--- src/rtl/mmio_uart_tx.sv ---
// Memory-mapped 8N1 UART transmitter with a byte FIFO, sitting beside dmem32 on the core data port.
// Optional interrupt output and CTRL register are enabled by defining MMIO_UART_TX_IRQ_EN.
module mmio_uart_tx #(
  parameter int unsigned SYSTEM_CLK = 100_000_000,
  parameter int unsigned BAUDRATE   = 115_200,
  parameter logic [31:0] BASE_ADDR  = 32'h1000_0000,
  parameter int unsigned FIFO_DEPTH = 8
) (
  input  logic        clk,
  input  logic        rst,
  input  logic [31:0] addr,
  input  logic [3:0]  wmask,
  input  logic [31:0] wdata,
  output logic [31:0] rdata,
  output logic        hit,
`ifdef MMIO_UART_TX_IRQ_EN
  output logic        irq,
`endif
  output logic        tx
);

  localparam int unsigned CLKS_PER_BIT = SYSTEM_CLK / BAUDRATE;
  localparam int unsigned CNT_W        = $clog2(CLKS_PER_BIT);
  localparam int unsigned PTR_W        = $clog2(FIFO_DEPTH);
  localparam logic [CNT_W-1:0] BAUD_LAST = CNT_W'(CLKS_PER_BIT - 1);

  localparam logic [3:0] OFF_DATA   = 4'h0;
  localparam logic [3:0] OFF_STATUS = 4'h4;
  localparam logic [3:0] OFF_CTRL   = 4'h8;

  typedef enum logic [1:0] {S_IDLE, S_START, S_DATA, S_STOP} state_t;

  state_t           state_q, state_d;
  logic [CNT_W-1:0] baud_q, baud_d;
  logic [2:0]       bit_q, bit_d;
  logic [7:0]       shift_q, shift_d;
  logic             tx_d;
  logic             baud_done;
  logic             pop;
  logic             busy;

  logic [7:0]       mem [FIFO_DEPTH];
  logic [PTR_W:0]   wr_ptr, rd_ptr;
  logic             full, empty;
  logic             wr_en, push_req, push;
  logic             ovf_q;
  logic [7:0]       head;

  logic unused_bits;
  assign unused_bits = ^{wmask[3:1], wdata[31:8]};

  // Bus decode
  assign hit      = (addr[31:4] == BASE_ADDR[31:4]);
  assign wr_en    = hit & wmask[0];
  assign push_req = wr_en & (addr[3:0] == OFF_DATA);
  // A pop in the same cycle frees a slot, so a push into a full FIFO still lands.
  assign push     = push_req & (~full | pop);

  assign empty = (wr_ptr == rd_ptr);
  assign full  = (wr_ptr[PTR_W] != rd_ptr[PTR_W]) &&
                 (wr_ptr[PTR_W-1:0] == rd_ptr[PTR_W-1:0]);
  assign head  = mem[rd_ptr[PTR_W-1:0]];
  assign busy  = (state_q != S_IDLE);

  // NOTE: sequential state uses non-blocking assignments so every register samples pre-edge values.
  always_ff @(posedge clk or posedge rst) begin
    if (rst) begin
      wr_ptr <= '0;
      rd_ptr <= '0;
      ovf_q  <= 1'b0;
    end else begin
      if (push) wr_ptr <= wr_ptr + 1'b1;
      if (pop)  rd_ptr <= rd_ptr + 1'b1;
      if (push_req && full && !pop)
        ovf_q <= 1'b1;
      else if (wr_en && addr[3:0] == OFF_STATUS && wdata[3])
        ovf_q <= 1'b0;
    end
  end

  // NOTE: storage is not reset; the pointers alone define which entries are valid.
  always_ff @(posedge clk) begin
    if (push) mem[wr_ptr[PTR_W-1:0]] <= wdata[7:0];
  end

  assign baud_done = (baud_q == BAUD_LAST);

  // NOTE: every output of this block gets a default first so no latch is inferred.
  always_comb begin
    state_d = state_q;
    baud_d  = baud_q;
    bit_d   = bit_q;
    shift_d = shift_q;
    pop     = 1'b0;
    case (state_q)
      S_IDLE: begin
        if (!empty) begin
          pop     = 1'b1;
          shift_d = head;
          baud_d  = '0;
          state_d = S_START;
        end
      end
      S_START: begin
        if (baud_done) begin
          baud_d  = '0;
          bit_d   = '0;
          state_d = S_DATA;
        end else begin
          baud_d = baud_q + 1'b1;
        end
      end
      S_DATA: begin
        if (baud_done) begin
          baud_d  = '0;
          shift_d = shift_q >> 1;
          if (bit_q == 3'd7) state_d = S_STOP;
          else               bit_d   = bit_q + 3'd1;
        end else begin
          baud_d = baud_q + 1'b1;
        end
      end
      S_STOP: begin
        if (baud_done) begin
          baud_d = '0;
          // Chain straight into the next start bit when more data is waiting.
          if (!empty) begin
            pop     = 1'b1;
            shift_d = head;
            state_d = S_START;
          end else begin
            state_d = S_IDLE;
          end
        end else begin
          baud_d = baud_q + 1'b1;
        end
      end
      default: state_d = S_IDLE;
    endcase

    case (state_d)
      S_START: tx_d = 1'b0;
      S_DATA:  tx_d = shift_d[0];
      default: tx_d = 1'b1;
    endcase
  end

  always_ff @(posedge clk or posedge rst) begin
    if (rst) begin
      state_q <= S_IDLE;
      baud_q  <= '0;
      bit_q   <= '0;
      shift_q <= '0;
      tx      <= 1'b1;
    end else begin
      state_q <= state_d;
      baud_q  <= baud_d;
      bit_q   <= bit_d;
      shift_q <= shift_d;
      tx      <= tx_d;
    end
  end

`ifdef MMIO_UART_TX_IRQ_EN
  logic irq_en_q;

  always_ff @(posedge clk or posedge rst) begin
    if (rst) begin
      irq_en_q <= 1'b0;
      irq      <= 1'b0;
    end else begin
      if (wr_en && addr[3:0] == OFF_CTRL) irq_en_q <= wdata[0];
      irq <= irq_en_q & empty & ~busy;
    end
  end
`endif

  always_comb begin
    rdata = '0;
    case (addr[3:0])
      OFF_STATUS: rdata[3:0] = {ovf_q, empty, full, busy};
`ifdef MMIO_UART_TX_IRQ_EN
      OFF_CTRL:   rdata[0]   = irq_en_q;
`endif
      default:    rdata = '0;
    endcase
  end

endmodule
--- config.mk ---
export PLATFORM = sky130hd
export DESIGN_NAME = mmio_uart_tx
export DESIGN_NICKNAME = d
export VERILOG_FILES = /design/src/rtl/mmio_uart_tx.sv
export SDC_FILE = /design/constraint.sdc
export NUM_CORES = 1
export LEC_CHECK = 0
export ABC_AREA = 1
export CORE_MARGIN = 1.5
export CORE_UTILIZATION = 26
export CTS_BUF_LIST = sky130_fd_sc_hd__clkbuf_8
export DETAILED_ROUTE_END_ITERATION = 8
export GPL_TIMING_DRIVEN = 0
export HOLD_SLACK_MARGIN = 0.12
export PLACE_DENSITY_LB_ADDON = 0.25
export SYNTH_ARGS = -nofsm -noshare
export SYNTH_HDL_FRONTEND = slang
export SYNTH_SLANG_ARGS = --single-unit
--- constraint.sdc ---
create_clock -name clk -period 2.3 [get_ports clk]
set_input_delay 0.46 -clock clk [delete_from_list [all_inputs] [get_ports clk]]
set_output_delay 0.46 -clock clk [all_outputs]
set_load 0.05 [all_outputs]
==> results.json <==
{
  "status": "finished clean",
  "r2r_slack_ps": 130,
  "synth_top_area_share_pct": 38.43,
  "final_core_util_pct": 34.25,
  "vdd_drop_max_mv": 0.4595,
  "fill_cells": 1941,
  "final_area_sq_um": 6427,
  "p_sw_share_pct": 24.72,
  "synth.distinct_cells": 42,
  "gp_congestion": 0.7987,
  "syn_area_sq_um": 5001,
  "die_h_um": 141.7,
  "critPathCaptureType": "output pin",
  "hold_viol_final": 0,
  "period_share_pct": 95.60,
  "viasPerCell": 4.337,
  "grt.met3_usage_pct": 2.632,
  "min_period_ps": 2199,
  "fmax_ghz": 0.4548,
  "placed_area_sq_um": 5909,
  "finalWirelength_mm": 11.88,
  "area_growth_pct": 28.52,
  "synth-main-ff-cell": "edfxtp_1",
  "antenna_found_initial": 0,
  "hold_depth": 1,
  "die-area_sq_um": 20080,
  "grt.overflow.total": 0,
  "p_clk_share_pct": 32.7,
  "first_pass_iters": 4,
  "critical_path_required_ps": 1840,
  "cts_tree": "done",
  "initial_utilization_pct": 26.65,
  "layout.nets": 721,
  "yosysMostFrequentCell": "nand2_1",
  "yosysSeqAreaShare_pct": 54.97,
  "r2r-start": "baud_q[1]$_DFFE_PP0P_",
  "clock_path_buffers": 2,
  "yosysWarningCount": 0,
  "met1_usage_pct": 15.69,
  "hold_path_end": "bit_q[2]$_DFFE_PP0P_",
  "drc": 0,
  "cts.root.buffer_cell": "clkbuf_8",
  "first_global_vias": 3709,
  "r2r_end": "mem[3][6]$_DFFE_PP_",
  "pwr-share-seq_pct": 59.1,
  "port_buffers": 48,
  "crit_path_max_fanout": 9,
  "grt_max_degree": 18,
  "ios": 104,
  "hpwl_mm": 8.291,
  "routedWlPerCell_um": 13.51,
  "finalClockSkew_ps": 7.787,
  "cts_max_level": 3,
  "setup_viol_count_final": 0,
  "die_x_um": 141.7,
  "start_kind": "flip-flop",
  "p_sw_uw": 778.0,
  "drv_slew": 0,
  "worst_pin_slew_ps": 772.2,
  "clkTransAtPathRegs_ps": 100,
  "combPwrFrac_pct": 8.2,
  "crit_type": "reg2out",
  "crit_arrival_ps": 1740,
  "slew_headroom_pct": 48.46,
  "power.internal_mw": 2.369,
  "yosys-top-cells-area": "edfxtp_1 38%, dfrtp_1 16%, nand2_1 12%, nand3_1 6.0%, buf_4 4.5%",
  "synth-seq-cells": 97,
  "multi_input_area_sq_um": 2012,
  "r2r_cells": 10,
  "min-delay-start": "bit_q[2]$_DFFE_PP0P_",
  "grt_pass1_wl_mm": 19.47,
  "drive_gt1_share_pct": 18.29,
  "yosys-top-cells-count": "155 x nand2_1, 64 x edfxtp_1, 60 x nand3_1",
  "clock_sinks": 97,
  "p_leak_nw": 2.753,
  "drt_iter0_markers": 232,
  "synthCells": 535,
  "async_flop_share_pct": 34.02,
  "maxCapViolations": 0,
  "busiest_layer": "met2",
  "track_usage_pct": 12.59,
  "synth_edf_count": 64,
  "vias": 3812,
  "seq_area_sq_um": 2754,
  "avgSynthCellArea_sq_um": 9.348,
  "power_density_nw_per_um2": 489.7,
  "antenna_cells": 0,
  "gr-usage-met2_pct": 21.59,
  "cts_buffers": 9,
  "hp-class": "reg2reg",
  "ant_nets": 0,
  "insertion_delay_ps": 370,
  "rows": 50,
  "core_area_sq_um": 18770,
  "synth.largest_area_cell": "edfxtp_1"
}
sequential cells by signal, indices dropped and copies added, names as in the netlist:
register / cells
state_q: 2
tx: 1
bit_q: 3
wr_ptr: 4
mem: 64
shift_q: 8
baud_q: 10
rd_ptr: 4
ovf_q: 1
worst max path at each step:
stage                                startpoint                   to  slack, ps  cells past startpoint
final                     rd_ptr[1]$_DFFE_PP0N_             rdata[1]        100                      9
after global routing      rd_ptr[1]$_DFFE_PP0N_             rdata[2]         -1                      9
after CTS                 rd_ptr[0]$_DFFE_PP0N_             rdata[2]        -70                      9
after detailed placement                addr[7]  mem[6][1]$_DFFE_PP_       -930                      8
after global placement                  addr[7]  mem[3][1]$_DFFE_PP_       -880                      8
after floorplan           baud_q[0]$_DFFE_PP0P_  mem[0][0]$_DFFE_PP_         80                      9
critical path, stage by stage (launching register included):
cell,delay [ps]
dfrtp_1,380
buf_6,150
inv_8,60
nand2_2,50
nand2_1,60
nor2_2,150
buf_4,140
nand3_2,60
nor2_1,140
buf_6,180
layout by cell type, fill, tap and decap left out, types with 5 or more instances in the layout:
master	count
nor2_4	7
edfxtp_1	64
buf_4	38
clkbuf_1	7
o211ai_1	6
nor2_1	41
clkbuf_8	9
nand2_1	154
buf_12	8
xor2_1	8
nand4_1	5
a21oi_1	7
buf_6	6
inv_1	35
o21ai_0	13
nand3_1	59
o22ai_1	6
ha_1	9
conb_1	28
dfrtp_1	28
clkdlybuf4s50_1	43
metrics by stage:
| stage | setup TNS [ps] | total power [mW] | cells | hold slack, ps | setup WS (ps) |
|---|---|---|---|---|---|
| floorplan | 0 | 2.057 | 562 | 463.2 | 78.04 |
| global placement | -56610 | 2.148 | 844 | 478.7 | -882.1 |
| detailed placement | -56740 | 2.157 | 845 | 494.5 | -928.2 |
| CTS | -72.97 | 3.201 | 872 | 507.4 | -72.97 |
| global route | -1.415 | 3.276 | 879 | 528.9 | -1.415 |
| finish | 0 | 3.147 | 879 | 512.3 | 101.3 |
power groups by stage:
stage	sequential, mW	combinational [mW]	clock [mW]
floorplan	1.90	0.158	0
global placement	1.90	0.249	0
detailed placement	1.90	0.258	0
CTS	1.86	0.259	1.08
global route	1.86	0.276	1.14
finish	1.86	0.258	1.03
metal layers:
layer	wire length, um	share of wire (%)
met1	5178	44
met2	5963	50
met3	584	4.9
met4	149	1.3
met5	0	0
area by class of cell:
type                       count  area share, %
sequential                    97          42.85
multi-input combinational    382          31.30
timing repair buffer          67          11.37
tap                          234          4.555
buffer                        41          4.536
inverter                      42          2.647
clock buffer                   9          1.927
clock inverter                 7         0.8176
cells by family (layout without fill, tap and decap cells):
family          Yosys count  after routing  synth area share (%)
flops                    97             97                 54.97
other cells               1             28               0.07498
compound gates           41             41                 5.204
buf+inv                  83            166                 8.707
mux                       1              1                0.2252
simple gates            292            292                 26.49
fa+ha+maj                11             11                 2.752
xor+xnor                  9              9                 1.576
what timing repair did:
action / in CTS / in global routing
endpoints found under the setup margin: 69 / 69
pin swaps: 9 / 8
gates resized for setup: 37 / 26
buffers inserted: 11 / 7
hold buffers: 0 / 0
(Power assumes the default switching activity.)
